<file path="config.mk">
export PLATFORM = sky130hd
export DESIGN_NAME = spi_sample_receiver
export DESIGN_NICKNAME = d
export VERILOG_FILES = /design/src/rtl/spi_rx_pkg.sv /design/src/rtl/spi_rx_frontend.sv /design/src/rtl/spi_sample_receiver.sv
export SDC_FILE = /design/constraint.sdc
export NUM_CORES = 1
export LEC_CHECK = 0
export CAP_MARGIN = 20
export CORE_UTILIZATION = 30
export DETAILED_ROUTE_END_ITERATION = 7
export REMOVE_ABC_BUFFERS = 1
export SKIP_LAST_GASP = 1
export SLEW_MARGIN = 20
export SYNTH_ARGS = -nofsm -noshare
export SYNTH_HDL_FRONTEND = slang
export SYNTH_SLANG_ARGS = --single-unit
</file>
<file path="constraint.sdc">
create_clock -name clk -period 4.3 [get_ports clk]
set_clock_uncertainty 0.05 [all_clocks]
set_input_delay 0.645 -clock clk [delete_from_list [all_inputs] [get_ports clk]]
set_output_delay 0.645 -clock clk [all_outputs]
set_load 0.02 [all_outputs]
</file>
<file path="src/rtl/spi_rx_pkg.sv">
// Shared types and helpers for the SPI sample receiver.
package spi_rx_pkg;

    localparam int unsigned DATA_WIDTH_DEFAULT = 8;

    typedef enum logic [0:0] {
        ST_IDLE  = 1'b0,
        ST_SHIFT = 1'b1
    } state_t;

    // Ceiling log2, used to size the bit counter.
    function automatic int unsigned clog2(input int unsigned n);
        int unsigned r;
        r = 0;
        for (int unsigned i = 0; i < 32; i++) begin
            if ((32'd1 << i) < n) r = i + 1;
        end
        return r;
    endfunction

endpackage

</file>
<file path="src/rtl/spi_rx_frontend.sv">
// SPI pin input stage: optional two-flop synchronizer (SPI_RX_SYNC_EN),
// one-cycle delayed spi_clk and rising-edge detection.
module spi_rx_frontend (
    input  logic clk,
    input  logic rst_n,
    input  logic spi_clk_i,
    input  logic spi_mosi_i,
    input  logic spi_cs_i,
    output logic mosi,
    output logic cs,
    output logic rise
);

    logic [2:0] s0;     // {clk, mosi, cs}
    logic       clk_q;

`ifdef SPI_RX_SYNC_EN
    logic [2:0] meta;
    logic [2:0] sync;

    always_ff @(posedge clk or negedge rst_n) begin
        if (!rst_n) begin
            meta <= 3'b001;
            sync <= 3'b001;
        end else begin
            meta <= {spi_clk_i, spi_mosi_i, spi_cs_i};
            sync <= meta;
        end
    end

    assign s0 = sync;
`else
    assign s0 = {spi_clk_i, spi_mosi_i, spi_cs_i};
`endif

    // Only the clock line needs a delayed copy for edge detection.
    always_ff @(posedge clk or negedge rst_n) begin
        if (!rst_n) clk_q <= 1'b0;
        else        clk_q <= s0[2];
    end

    assign mosi = s0[1];
    assign cs   = s0[0];
    assign rise = s0[2] & ~clk_q;

endmodule

</file>
<file path="src/rtl/spi_sample_receiver.sv">
// Device-side SPI receiver: mode 0, MSB first, valid/ready output buffer
// with sticky overrun and frame-error pulse. SPI_RX_SYNC_EN adds pin synchronizers.
module spi_sample_receiver
    import spi_rx_pkg::*;
#(
    parameter int unsigned DATA_WIDTH = DATA_WIDTH_DEFAULT
) (
    input  logic                  clk,
    input  logic                  rst_n,
    input  logic                  spi_clk_i,
    input  logic                  spi_mosi_i,
    input  logic                  spi_cs_i,
    output logic [DATA_WIDTH-1:0] data_o,
    output logic                  valid_o,
    input  logic                  ready_i,
    output logic                  overrun_o,
    output logic                  frame_err_o,
    input  logic                  clear_i
);

    localparam int unsigned       CW   = clog2(DATA_WIDTH);
    localparam logic [CW-1:0]     LAST = CW'(DATA_WIDTH - 1);

    logic                  s_mosi;
    logic                  s_cs;
    logic                  rise;
    state_t                state;
    logic [CW-1:0]         bitcnt;
    logic [DATA_WIDTH-1:0] shreg;
    logic [DATA_WIDTH-1:0] word;
    logic                  word_done;
    logic                  drop;

    spi_rx_frontend u_frontend (
        .clk        (clk),
        .rst_n      (rst_n),
        .spi_clk_i  (spi_clk_i),
        .spi_mosi_i (spi_mosi_i),
        .spi_cs_i   (spi_cs_i),
        .mosi       (s_mosi),
        .cs         (s_cs),
        .rise       (rise)
    );

    // cs high wins over a coincident clock rise, so a completing edge is lost.
    always_comb begin
        word      = {shreg[DATA_WIDTH-2:0], s_mosi};
        word_done = (state == ST_SHIFT) && !s_cs && rise && (bitcnt == LAST);
        drop      = word_done && valid_o && !ready_i;
    end

    always_ff @(posedge clk or negedge rst_n) begin
        if (!rst_n) begin
            state       <= ST_IDLE;
            bitcnt      <= '0;
            shreg       <= '0;
            frame_err_o <= 1'b0;
        end else begin
            frame_err_o <= 1'b0;
            case (state)
                ST_IDLE: begin
                    if (!s_cs) state <= ST_SHIFT;
                end
                ST_SHIFT: begin
                    if (s_cs) begin
                        state       <= ST_IDLE;
                        frame_err_o <= (bitcnt != '0);
                        bitcnt      <= '0;
                    end else if (rise) begin
                        shreg  <= word;
                        bitcnt <= (bitcnt == LAST) ? '0 : bitcnt + 1'b1;
                    end
                end
                default: state <= ST_IDLE;
            endcase
        end
    end

    always_ff @(posedge clk or negedge rst_n) begin
        if (!rst_n) begin
            data_o    <= '0;
            valid_o   <= 1'b0;
            overrun_o <= 1'b0;
        end else begin
            if (word_done) begin
                if (!valid_o || ready_i) begin
                    data_o  <= word;
                    valid_o <= 1'b1;
                end
            end else if (valid_o && ready_i) begin
                valid_o <= 1'b0;
            end

            if (clear_i)   overrun_o <= 1'b0;
            else if (drop) overrun_o <= 1'b1;
        end
    end

endmodule

</file>
Yosys cells after proc, flatten, opt, wreduce, memory -nomap -nowiden
Index checks and enable logic that the tools add are counted.
Storage, ports and cells
  output and inout bits: 11
  word-level logic and storage cells: 43
  input port bits: 7
  register bits: 23
Cells by class
  add/sub/neg operators: 1
  reduce and logical (&&, ||, !) cells: 18
  bitwise operators: 3
  eq/ne operators: 2
  multiplexer cells: 11
Operator list (number)
  $mux W3: 3
  $mux W1: 8
  $logic_and A1 B1 Y1: 6
  $reduce_and A2 Y1: 3
  $reduce_bool A2 Y1: 3
  $add A3 B1 Y3 const B: 1
  $eq A3 B3 Y1 const B: 1
  $logic_not A1 Y1: 3
  $reduce_and A3 Y1: 1
  $reduce_bool A3 Y1: 1
  $ne A2 B1 Y1 const B: 1
  $not A1 Y1: 2
  $and A1 B1 Y1: 1
  $logic_or A1 B1 Y1: 1

Longest topological paths before layout
Gate-level depths: netlist of the first run.
  depth in word-level cells: 8
  mapped depth: 4
  mapped depth without buffers: 4

Modules after synthesis
Synthesis of the first run repeated with hierarchy kept, for this count alone.
Second synthesis, totals
  cell total of the unflattened synthesis: 66
  area total of the unflattened synthesis: 950.9 um2
By module, submodules not included
  spi_sample_receiver: area each 897.1 um2, seq. area each 550.5 um2, cells an instance 62, times used 1
  spi_rx_frontend: area each 53.8 um2, seq. area each 25.0 um2, cells an instance 4, times used 1

Least setup slack after synthesis of the first run
No wires, ideal clock.
  path kind: in2reg
  start: in spi_cs_i
  end: reg shreg[0]
  setup time: 125 ps
  data required time: 4125 ps
  setup slack: 2639 ps
  buffers on the path: 1
  stages on the path: 3
  data arrival time: 1486 ps
  cell sequence: and4bb_4 buf_4 mux2_2
On the way
  word-level cells in the longest chain between the ends: 2
RTL lines
  from (decl): line spi_sample_receiver.sv:12  | input logic spi_cs_i,
  $not A1 Y1 (no line)
  $reduce_and A3 Y1 (no line)
  to (signal assigned): line spi_sample_receiver.sv:70  | shreg <= word;
  to (decl): line spi_sample_receiver.sv:29  | logic [DATA_WIDTH-1:0] shreg;
Every way passes these cells.
A chain may end at the register's enable or synchronous reset.

Worst setup path after layout of the first run
  start: reg valid_o
  end: out valid_o
RTL lines
  from (decl): line spi_sample_receiver.sv:14  | output logic valid_o,
  from (signal assigned): line spi_sample_receiver.sv:82  | valid_o <= 1'b0;
  from (signal assigned): line spi_sample_receiver.sv:88  | valid_o <= 1'b1;
  from (signal assigned): line spi_sample_receiver.sv:91  | valid_o <= 1'b0;
No word-level cell between the ends.

==> results.sh, run 1 <==
export IMPL_status="finished, violations left"
export IMPL_violations="design-rule violations"
export IMPL_drv_slew=0
export IMPL_reg2reg_depth=4
export IMPL_switchingPower_uw=89.26
export IMPL_ys_seq_area_share_pct=62.67
export IMPL_dieHeight_um=57.33
export IMPL_clkSlewWorstSetupHoldPaths_ps=120
export IMPL_cts_tree="yes"
export IMPL_final_antenna_net_count=0
export IMPL_worst_ep_arrival_time_ps=1310
export IMPL_crit_buf_inv=1
export IMPL_rows=19
export IMPL_sequentialPowerShare_pct=65.2
export IMPL_ff_latch_area_sq_um=575.6
export IMPL_hpwl_um=1033
export IMPL_syn2layout_area_growth_pct=24.25
export IMPL_tns_ps=0
export IMPL_finalCritPeriodShare_pct=46.52
export IMPL_grt_pass1_wl_um=2477
export IMPL_layout_drive_gt1_share_pct=25.61
export IMPL_viasPerCell=4.717
export IMPL_initial_utilization_pct=32.46
export IMPL_die_width_um=57.33
export IMPL_synth_area_sq_um=918.4
export IMPL_hold_class="input port to async pin"
export IMPL_cp_top_family="buffers and inverters"
export IMPL_ys_warn_count=0
export IMPL_tightest_slew_ps=497.7
export IMPL_ir_drop_v=0.00009750
export IMPL_powerDensity_nw_per_um2=335.6
export IMPL_post_cts_repair_setup_buffers=0
export IMPL_io_buffers=17
export IMPL_synth_seq_cells=23
export IMPL_cts_buffers_inserted=3
export IMPL_grt_total_usage_pct=10.42
export IMPL_leakage_uw=0.0005410
export IMPL_p_int_uw=293.7
export IMPL_fill_cells=284
export IMPL_fin_nets=93
export IMPL_critPathKind="flop to primary output"
export IMPL_clockPowerShare_pct=25.5
export IMPL_core_area_sq_um=2829
export IMPL_grt_max_degree=24
export IMPL_cts_hold_buffers=0
export IMPL_antenna_found_initial=0
export IMPL_instances_no_fill=113
export IMPL_synth_avg_cell_area_sq_um=14.81
export IMPL_crit_path_end_kind="primary output"
export IMPL_r2r_start="bitcnt[0]$_DFFE_PN0P_"
export IMPL_power_frac_comb_pct=9.3
export IMPL_cts_root_buffer="clkbuf_4"
export IMPL_drc=2
export IMPL_grt_ovfl_total=0
export IMPL_drt_wl_total_um=1454
export IMPL_htree_levels=1
export IMPL_relSlewSlack_pct=66.82
export IMPL_vias=533
export IMPL_drtIter0Drc=16
export IMPL_grt_pass1_vias=558
export IMPL_routabilityCongestion=0.6979
export IMPL_multiInputGateArea_sq_um=316.6
export IMPL_clockBufferDepth=2
export IMPL_synth_distinct_cells=15
export IMPL_start_kind="flop"
export IMPL_critPathLaunch="valid_o$_DFFE_PN0P_"
export IMPL_postCtsResizedCells=0
export IMPL_firstDrtPassIters=6
export IMPL_die_area_sq_um=3287
export IMPL_maxCapViolations=0
export IMPL_fmax_mhz=499.9
export IMPL_r2r_end="data_o[4]$_DFFE_PN0P_"
export IMPL_synthCells=62
export IMPL_rsz0062_at_grt="no"
export IMPL_antennaDiodeCount=0
export IMPL_min_period_ps=2000
export IMPL_max_stage_delay_ps=610
export IMPL_crit_chain="clkdlybuf4s50_1"
export IMPL_hold_violations=0
export IMPL_p_sw_share_pct=23.31
export IMPL_r2r_slack_ps=2760
export IMPL_ios=18
export IMPL_setup_violations=0
export IMPL_insertion_delay_ps=300
export IMPL_cp_required_ps=3610
export IMPL_placed_cells=109
export IMPL_cts_sinks=23
export IMPL_path_max_fanout=3
export IMPL_slowest_stage="clkdlybuf4s50_1"
export IMPL_wl_per_cell_um=12.87
-- synth_stat cells --
cell,instances,share of area [%]
nand2b_1,1,0.68
dfrtp_1,23,63
and4bb_4,1,1.8
a22o_1,3,2.9
nand3_4,1,1.9
a21oi_1,1,0.54
ha_1,3,4.1
mux2_2,15,18
inv_1,5,2.0
buf_4,1,0.82
a41oi_1,1,0.95
nand2_1,3,1.2
nor2_1,2,0.82
o21ai_0,1,0.54
nor2b_1,1,0.68
-- worst max path at each step --
stage                                 end  slack (ps)  cells past startpoint
finish                            valid_o        2300                      1
floorplan           data_o[0]$_DFFE_PN0P_        2640                      3
detailed placement  data_o[4]$_DFFE_PN0P_        2020                      4
global route                      valid_o        2240                      1
CTS                               valid_o        2280                      1
global placement    data_o[4]$_DFFE_PN0P_        2060                      4
-- per-layer routing --
layer | vias to the layer above | track usage [%] | share of wire [%] | wire, um
met5 | - | 0 | 0 | 0
met4 | 0 | 8.362 | 0 | 0
met3 | 0 | 2.041 | 3.5 | 51
met2 | 9 | 14.96 | 48 | 698
met1 | 272 | 13.70 | 48 | 704
li1 | 252 | - | - | -
-- cells by family after synthesis --
family                     count (synthesis)  synth area share (%)
adders and majority gates                  3                 4.088
muxes                                     15                 18.39
and+or+nand+nor                            9                 7.086
buffers and inverters                      6                 2.862
DFF                                       23                 62.67
AOI/OAI and AO/OA                          6                 4.904
-- flip-flops by register name (all words and copies together), names as in the netlist --
signal and cells:
valid_o 1, data_o 8, frame_err_o 1, u_frontend.clk_q 1
shreg 7, bitcnt 3, state 1, overrun_o 1
-- final cells by class --
class,count,area share [%]
clock buffer,4,2.303
inverter,5,1.645
multi-input combinational,33,27.74
sequential,23,50.44
tap,31,3.399
timing repair buffer,17,14.47
-- through the flow --
step / cell area, sq um / hold slack, ps / utilization (%) / total power (uW) / worst slack, ps
finish: 1141 / 232.3 / 40.34 / 382.9 / 2300
global route: 1141 / 254.7 / 40.34 / 404.4 / 2244
CTS: 1146 / 472.1 / 40.51 / 390.3 / 2284
detailed placement: 1120 / 443.6 / 39.58 / 291.5 / 2024
global placement: 1120 / 444.5 / 39.58 / 289.4 / 2062
floorplan: 910.9 / 299.4 / - / 271.8 / 2642
-- power groups by stage --
| stage | combinational [uW] | clock, uW | sequential, uW |
|---|---|---|---|
| 2_1_floorplan | 22.2 | 0 | 250 |
| 3_5_place_dp | 36.5 | 0 | 255 |
| 5_1_grt | 39.3 | 112 | 253 |
| 6_report | 35.5 | 97.6 | 250 |
| 3_3_place_gp | 35.6 | 0 | 254 |
| 4_1_cts | 37.1 | 103 | 250 |
-- cells in the final DEF, fill, tap and decap left out --
cell             netlist  final
and4bb_4               1      1
clkdlybuf4s50_1        0     16
a21oi_1                1      1
ha_1                   3      3
dfrtp_1               23     23
clkbuf_1               0      1
nand2b_1               1      1
inv_1                  5      5
a22o_1                 3      3
clkbuf_4               0      3
mux2_2                15     15
buf_2                  0      1
o21ai_0                1      1
nand2_1                3      3
nor2b_1                1      1
nor2_1                 2      2
a41oi_1                1      1
nand3_4                1      1
No activity file was read; power rests on OpenSTA's default activity.
==> run 2: changes to the inputs <==
clock period = 1.8 ns   (was 4.3 ns; I/O delays follow)
==> run 2 against run 1 <==
  * The flow still finishes with violations (design-rule violations)
  * Sequential share of layout area is 1.8 points lower
  * Worst setup slack worse by 2100 ps
  * Sequential cell count stayed put
  * Design area is 3.7% higher
  * Combinational power grew to 2.6 times the previous value
  * Critical path depth stayed put
  * Hold slack better by 22 ps
  * Clock power is 130% higher
  * Sequential power is 140% higher
  * Via count is 1.9% higher
  * Non-clock buffer count is 5 higher
==> results.sh, run 2 (synthesis results as in run 1) <==
export IMPL_fin_nets=98
export IMPL_hpwl_um=1106
export IMPL_dieHeight_um=57.33
export IMPL_rows=19
export IMPL_syn2layout_area_growth_pct=28.88
export IMPL_layout_drive_gt1_share_pct=28.74
export IMPL_routabilityCongestion=0.6577
export IMPL_placed_cells=114
export IMPL_ff_latch_area_sq_um=575.6
export IMPL_io_buffers=17
export IMPL_max_stage_delay_ps=610
export IMPL_crit_path_end_kind="primary output"
export IMPL_firstDrtPassIters=6
export IMPL_cts_buffers_inserted=3
export IMPL_setup_violations=0
export IMPL_worst_ep_arrival_time_ps=1290
export IMPL_violations="design-rule violations"
export IMPL_start_kind="flop"
export IMPL_powerDensity_nw_per_um2=774.1
export IMPL_crit_chain="clkdlybuf4s50_1"
export IMPL_slowest_stage="clkdlybuf4s50_1"
export IMPL_hold_violations=0
export IMPL_min_period_ps=1613
export IMPL_core_area_sq_um=2829
export IMPL_cts_hold_buffers=0
export IMPL_multiInputGateArea_sq_um=316.6
export IMPL_grt_total_usage_pct=10.85
export IMPL_die_width_um=57.33
export IMPL_htree_levels=1
export IMPL_leakage_uw=0.0005661
export IMPL_maxCapViolations=0
export IMPL_finalCritPeriodShare_pct=89.59
export IMPL_cts_root_buffer="clkbuf_4"
export IMPL_ir_drop_v=0.0003808
export IMPL_fill_cells=267
export IMPL_top_regs="data_o (8), shreg (7), bitcnt (3)"
export IMPL_instances_no_fill=118
export IMPL_cts_sinks=23
export IMPL_drc=2
export IMPL_drv_slew=0
export IMPL_ios=18
export IMPL_wl_per_cell_um=12.53
export IMPL_vias=543
export IMPL_path_max_fanout=3
export IMPL_viasPerCell=4.602
export IMPL_cp_required_ps=1480
export IMPL_hold_class="input port to async pin"
export IMPL_grt_pass1_wl_um=2670
export IMPL_cp_top_family="buffers and inverters"
export IMPL_antennaDiodeCount=0
export IMPL_final_cell_mix="23 x dfrtp_1, 17 x clkdlybuf4s50_1, 15 x mux2_2"
export IMPL_clockBufferDepth=2
export IMPL_insertion_delay_ps=300
export IMPL_grt_pass1_vias=597
export IMPL_die_area_sq_um=3287
export IMPL_status="finished, violations left"
export IMPL_postCtsResizedCells=0
export IMPL_relSlewSlack_pct=76.16
export IMPL_post_cts_repair_setup_buffers=0
export IMPL_tightest_slew_ps=353.8
export IMPL_drt_wl_total_um=1479
export IMPL_fmax_mhz=620.1
export IMPL_largest_register_ffs=8
export IMPL_antenna_found_initial=0
export IMPL_rsz0062_at_grt="no"
export IMPL_clkSlewWorstSetupHoldPaths_ps=120
export IMPL_drtIter0Drc=9
export IMPL_grt_ovfl_total=0
export IMPL_grt_max_degree=24
export IMPL_regMostFlops="data_o"
export IMPL_layout_commonest_cell="dfrtp_1"
export IMPL_cts_tree="yes"
export IMPL_initial_utilization_pct=32.46
export IMPL_critPathKind="flop to primary output"
export IMPL_final_antenna_net_count=0
export IMPL_tns_ps=0
export IMPL_crit_buf_inv=1
[run 2: area by class of cell]
| cell class | instances | area share (%) |
|---|---|---|
| Tap cell | 31 | 3.277 |
| Inverter | 5 | 1.586 |
| Sequential cell | 23 | 48.63 |
| Multi-Input combinational cell | 33 | 26.74 |
| Clock buffer | 4 | 2.220 |
| Timing Repair Buffer | 22 | 17.55 |
[run 2: through the flow]
| step | power [uW] | instance area (sq um) | utilization, % | setup slack [ps] | hold slack [ps] |
|---|---|---|---|---|---|
| finish | 916.3 | 1184 | 41.84 | 187.3 | 253.9 |
| global route | 969.3 | 1184 | 41.84 | 136.1 | 263.6 |
| CTS | 931.7 | 1184 | 41.84 | 170.2 | 255.4 |
| detailed placement | 703.2 | 1157 | 40.91 | -19.65 | 445.5 |
| global placement | 697.9 | 1157 | 40.91 | 10.38 | 444.0 |
| floorplan | 649.2 | 910.9 | - | 366.6 | -75.59 |
[run 2: routing by layer]
metal	vias to the layer above	part of all wire (%)	wire (um)	GRT usage, %
met5	-	0	0	0
met4	0	1.6	24	6.272
met3	2	3.9	58	2.948
met2	9	48	713	17.65
met1	272	46	683	12.94
li1	260	-	-	-
[run 2: path summary, 6_finish.rpt]
path,endpoint,slack (ps),cells after the start,start
min in group clk,overrun_o$_DFFE_PN0P_,450,2,clear_i
hold / removal,bitcnt[1]$_DFFE_PN0P_,250,2,rst_n
max in group asynchronous,data_o[6]$_DFFE_PN0P_,1220,2,rst_n
setup reg to reg,data_o[7]$_DFFE_PN0P_,260,4,bitcnt[0]$_DFFE_PN0P_
setup / recovery,valid_o,190,1,valid_o$_DFFE_PN0P_
hold reg to reg,data_o[6]$_DFFE_PN0P_,470,1,data_o[6]$_DFFE_PN0P_
[run 2: power breakdown]
part           leakage, uW  total [uW]  switching, uW  internal, uW
registers         0.000310         597           33.8           563
clock network    0.0000150         227            141          86.2
logic             0.000242        92.4           34.0          58.4
total             0.000566         916            209           708
==> run 3: changes to the inputs <==
ABC_AREA = 1   (was not set)
==> run 3 against run 2 <==
  * The run now ends clean
  * Synthesized area grew 5.6%
  * Count of clock-buffer cells in the layout shrank 1
  * Combinational power fell by 7.9%
  * Total power shrank 1.0%
  * Global-route usage grew 0.32 points
  * Sequential cell count unchanged
  * Fmax hardly changed
  * Largest cell class unchanged
  * Wire length up 12%
  * Hold slack worse by 7.1 ps
  * Largest power group unchanged
==> results.sh, run 3 <==
export IMPL_status="finished clean"
export IMPL_drv_slew=0
export IMPL_synth_area_sq_um=969.7
export IMPL_grt_pass1_vias=677
export IMPL_insertion_delay_ps=310
export IMPL_min_period_ps=1613
export IMPL_io_buffers=17
export IMPL_cts_tree="yes"
export IMPL_synth_largest_area_cell="dfrtp_1"
export IMPL_syn2layout_area_growth_pct=26.45
export IMPL_setup_violations=0
export IMPL_initial_utilization_pct=31.76
export IMPL_postCtsResizedCells=0
export IMPL_drc=0
export IMPL_ir_drop_v=0.0002544
export IMPL_cts_root_buffer="clkbuf_4"
export IMPL_maxCapViolations=0
export IMPL_clockBufferDepth=2
export IMPL_grt_max_degree=24
export IMPL_viasPerCell=4.323
export IMPL_relSlewSlack_pct=80.70
export IMPL_fin_nets=134
export IMPL_start_kind="flop"
export IMPL_async_reset_ff_share_pct=100.0
export IMPL_rows=20
export IMPL_worst_hold_slack_ps=246.9
export IMPL_htree_levels=1
export IMPL_rsz0062_at_grt="no"
export IMPL_synth_edff_count=0
export IMPL_tns_ps=0
export IMPL_ios=18
export IMPL_antenna_found_initial=0
export IMPL_max_stage_delay_ps=610
export IMPL_worst_ep_arrival_time_ps=1290
export IMPL_cp_top_family="buffers and inverters"
export IMPL_post_cts_repair_setup_buffers=0
export IMPL_instances_no_fill=167
export IMPL_synthTopCellsByCount="37 x nand2_1, 23 x dfrtp_1, 10 x inv_1, 10 x nand3_1, 5 x o21ai_0"
export IMPL_crit_chain="clkdlybuf4s50_1"
export IMPL_grtUsageMet2_pct=17.69
export IMPL_routabilityCongestion=0.7920
export IMPL_cts_buffers_inserted=3
export IMPL_antennaDiodeCount=0
export IMPL_ys_warn_count=0
export IMPL_firstDrtPassIters=4
export IMPL_synth_distinct_cells=17
export IMPL_synthCells=101
export IMPL_powerDensity_nw_per_um2=739.6
export IMPL_final_cell_mix="37 x nand2_1, 23 x dfrtp_1, 17 x clkdlybuf4s50_1"
export IMPL_cts_hold_buffers=0
export IMPL_synth_avg_cell_area_sq_um=9.601
export IMPL_die_area_sq_um=3464
export IMPL_finalCritPeriodShare_pct=89.60
export IMPL_power_uw=906.9
export IMPL_critPathKind="flop to primary output"
export IMPL_synth_top_cells_by_area="dfrtp_1 59%, nand2_1 14%, nand3_1 5.2%, ha_1 3.9%, inv_1 3.9%"
export IMPL_top_regs="data_o (8), shreg (7), bitcnt (3)"
export IMPL_drtIter0Drc=30
export IMPL_regMostFlops="data_o"
export IMPL_grt_ovfl_total=0
export IMPL_dieHeight_um=58.86
export IMPL_grtUsageMet3_pct=1.978
export IMPL_tightest_slew_ps=289.5
export IMPL_core_area_sq_um=3053
export IMPL_die_width_um=58.86
export IMPL_grt_total_usage_pct=11.17
export IMPL_path_max_fanout=2
export IMPL_wl_per_cell_um=9.898
export IMPL_grt_pass1_wl_um=2891
export IMPL_hold_violations=0
export IMPL_fmax_mhz=620.0
export IMPL_cts_sinks=23
export IMPL_vias=722
export IMPL_synth_seq_cells=23
export IMPL_leakage_uw=0.0006380
export IMPL_largest_register_ffs=8
export IMPL_synth_top_area_share_pct=59.35
export IMPL_slowest_stage="clkdlybuf4s50_1"
export IMPL_drt_wl_total_um=1653
export IMPL_grt_busiest_layer="met2"
export IMPL_crit_buf_inv=1
export IMPL_synth_most_common_cell="nand2_1"
export IMPL_crit_path_end_kind="primary output"
export IMPL_placed_cells=163
export IMPL_layout_drive_gt1_share_pct=11.38
export IMPL_cp_required_ps=1480
export IMPL_clkSlewWorstSetupHoldPaths_ps=130
export IMPL_final_antenna_net_count=0
export IMPL_grt_use_met1_pct=14.44
export IMPL_hold_class="input port to async pin"
export IMPL_synthFlopType="dfrtp_1"
export IMPL_ys_seq_area_share_pct=59.35
export IMPL_hpwl_um=1227
export IMPL_layout_commonest_cell="nand2_1"
## run 3: cell count changes after synthesis, sizes merged
| cell | previous run | this run |
|---|---|---|
| nand2 | 3 | 39 |
| inv | 5 | 12 |
| o21ai | 1 | 5 |
| a21oi | 1 | 2 |
| and4bb | 1 | 0 |
| a211oi | 0 | 1 |
| nand2b | 1 | 0 |
| nand3 | 1 | 11 |
| mux2 | 15 | 0 |
| a22o | 3 | 0 |
| nor2 | 2 | 4 |
| nor2b | 1 | 0 |
| a41oi | 1 | 0 |
## run 3: kinds of logic (layout without fill, tap and decap cells)
| kind of cell | count (synthesis) | in the layout | synth area share [%] |
|---|---|---|---|
| AOI/OAI and AO/OA | 8 | 8 | 4.387 |
| buffers and inverters | 13 | 35 | 5.807 |
| adders and majority gates | 3 | 3 | 3.871 |
| and+or+nand+nor | 54 | 54 | 26.58 |
| DFF | 23 | 23 | 59.35 |
## run 3: per-layer routing
layer,wire (um),up-vias,part of all wire [%]
met2,749,24,45
met3,76,4,4.6
met1,790,335,48
met4,37,0,2.2
li1,-,359,-
met5,0,-,0
## run 3: worst paths after layout
check	start	endpoint	slack (ps)	depth (start not counted)
max	data_o[0]$_DFFE_PN0P_	data_o[0]	190	1
min	rst_n	data_o[6]$_DFFE_PN0P_	250	2
max reg2reg	bitcnt[0]$_DFFE_PN0P_	data_o[4]$_DFFE_PN0P_	470	6
min reg2reg	shreg[6]$_DFFE_PN0P_	shreg[6]$_DFFE_PN0P_	440	2
max in group asynchronous	rst_n	shreg[2]$_DFFE_PN0P_	1230	2
min in group clk	spi_clk_i	u_frontend.clk_q$_DFF_PN0_	380	1
## run 3: layout make-up
cell class	instances	area, sq um
Tap cell	44	55.05
Fill cell	321	1827
Clock inverter	1	5.005
Inverter	12	45.04
Clock buffer	3	22.52
Multi-Input combinational cell	65	337.8
Timing Repair Buffer	19	185.2
Sequential cell	23	575.6
## run 3: power by group
group,internal (uW),switching (uW)
registers,557,29.2
clock network,82.9,153
logic,37.0,48.1
total,677,230
## run 3: per-stage QoR
| stage | worst slack, ps | instance area, sq um | util, % |
|---|---|---|---|
| 3_3_place_gp | 269.9 | 1199 | 39.26 |
| 2_1_floorplan | 553.0 | 958.4 | - |
| 5_1_grt | 124.3 | 1226 | 40.16 |
| 3_5_place_dp | 251.5 | 1199 | 39.26 |
| 6_report | 187.2 | 1226 | 40.16 |
| 4_1_cts | 173.9 | 1226 | 40.16 |
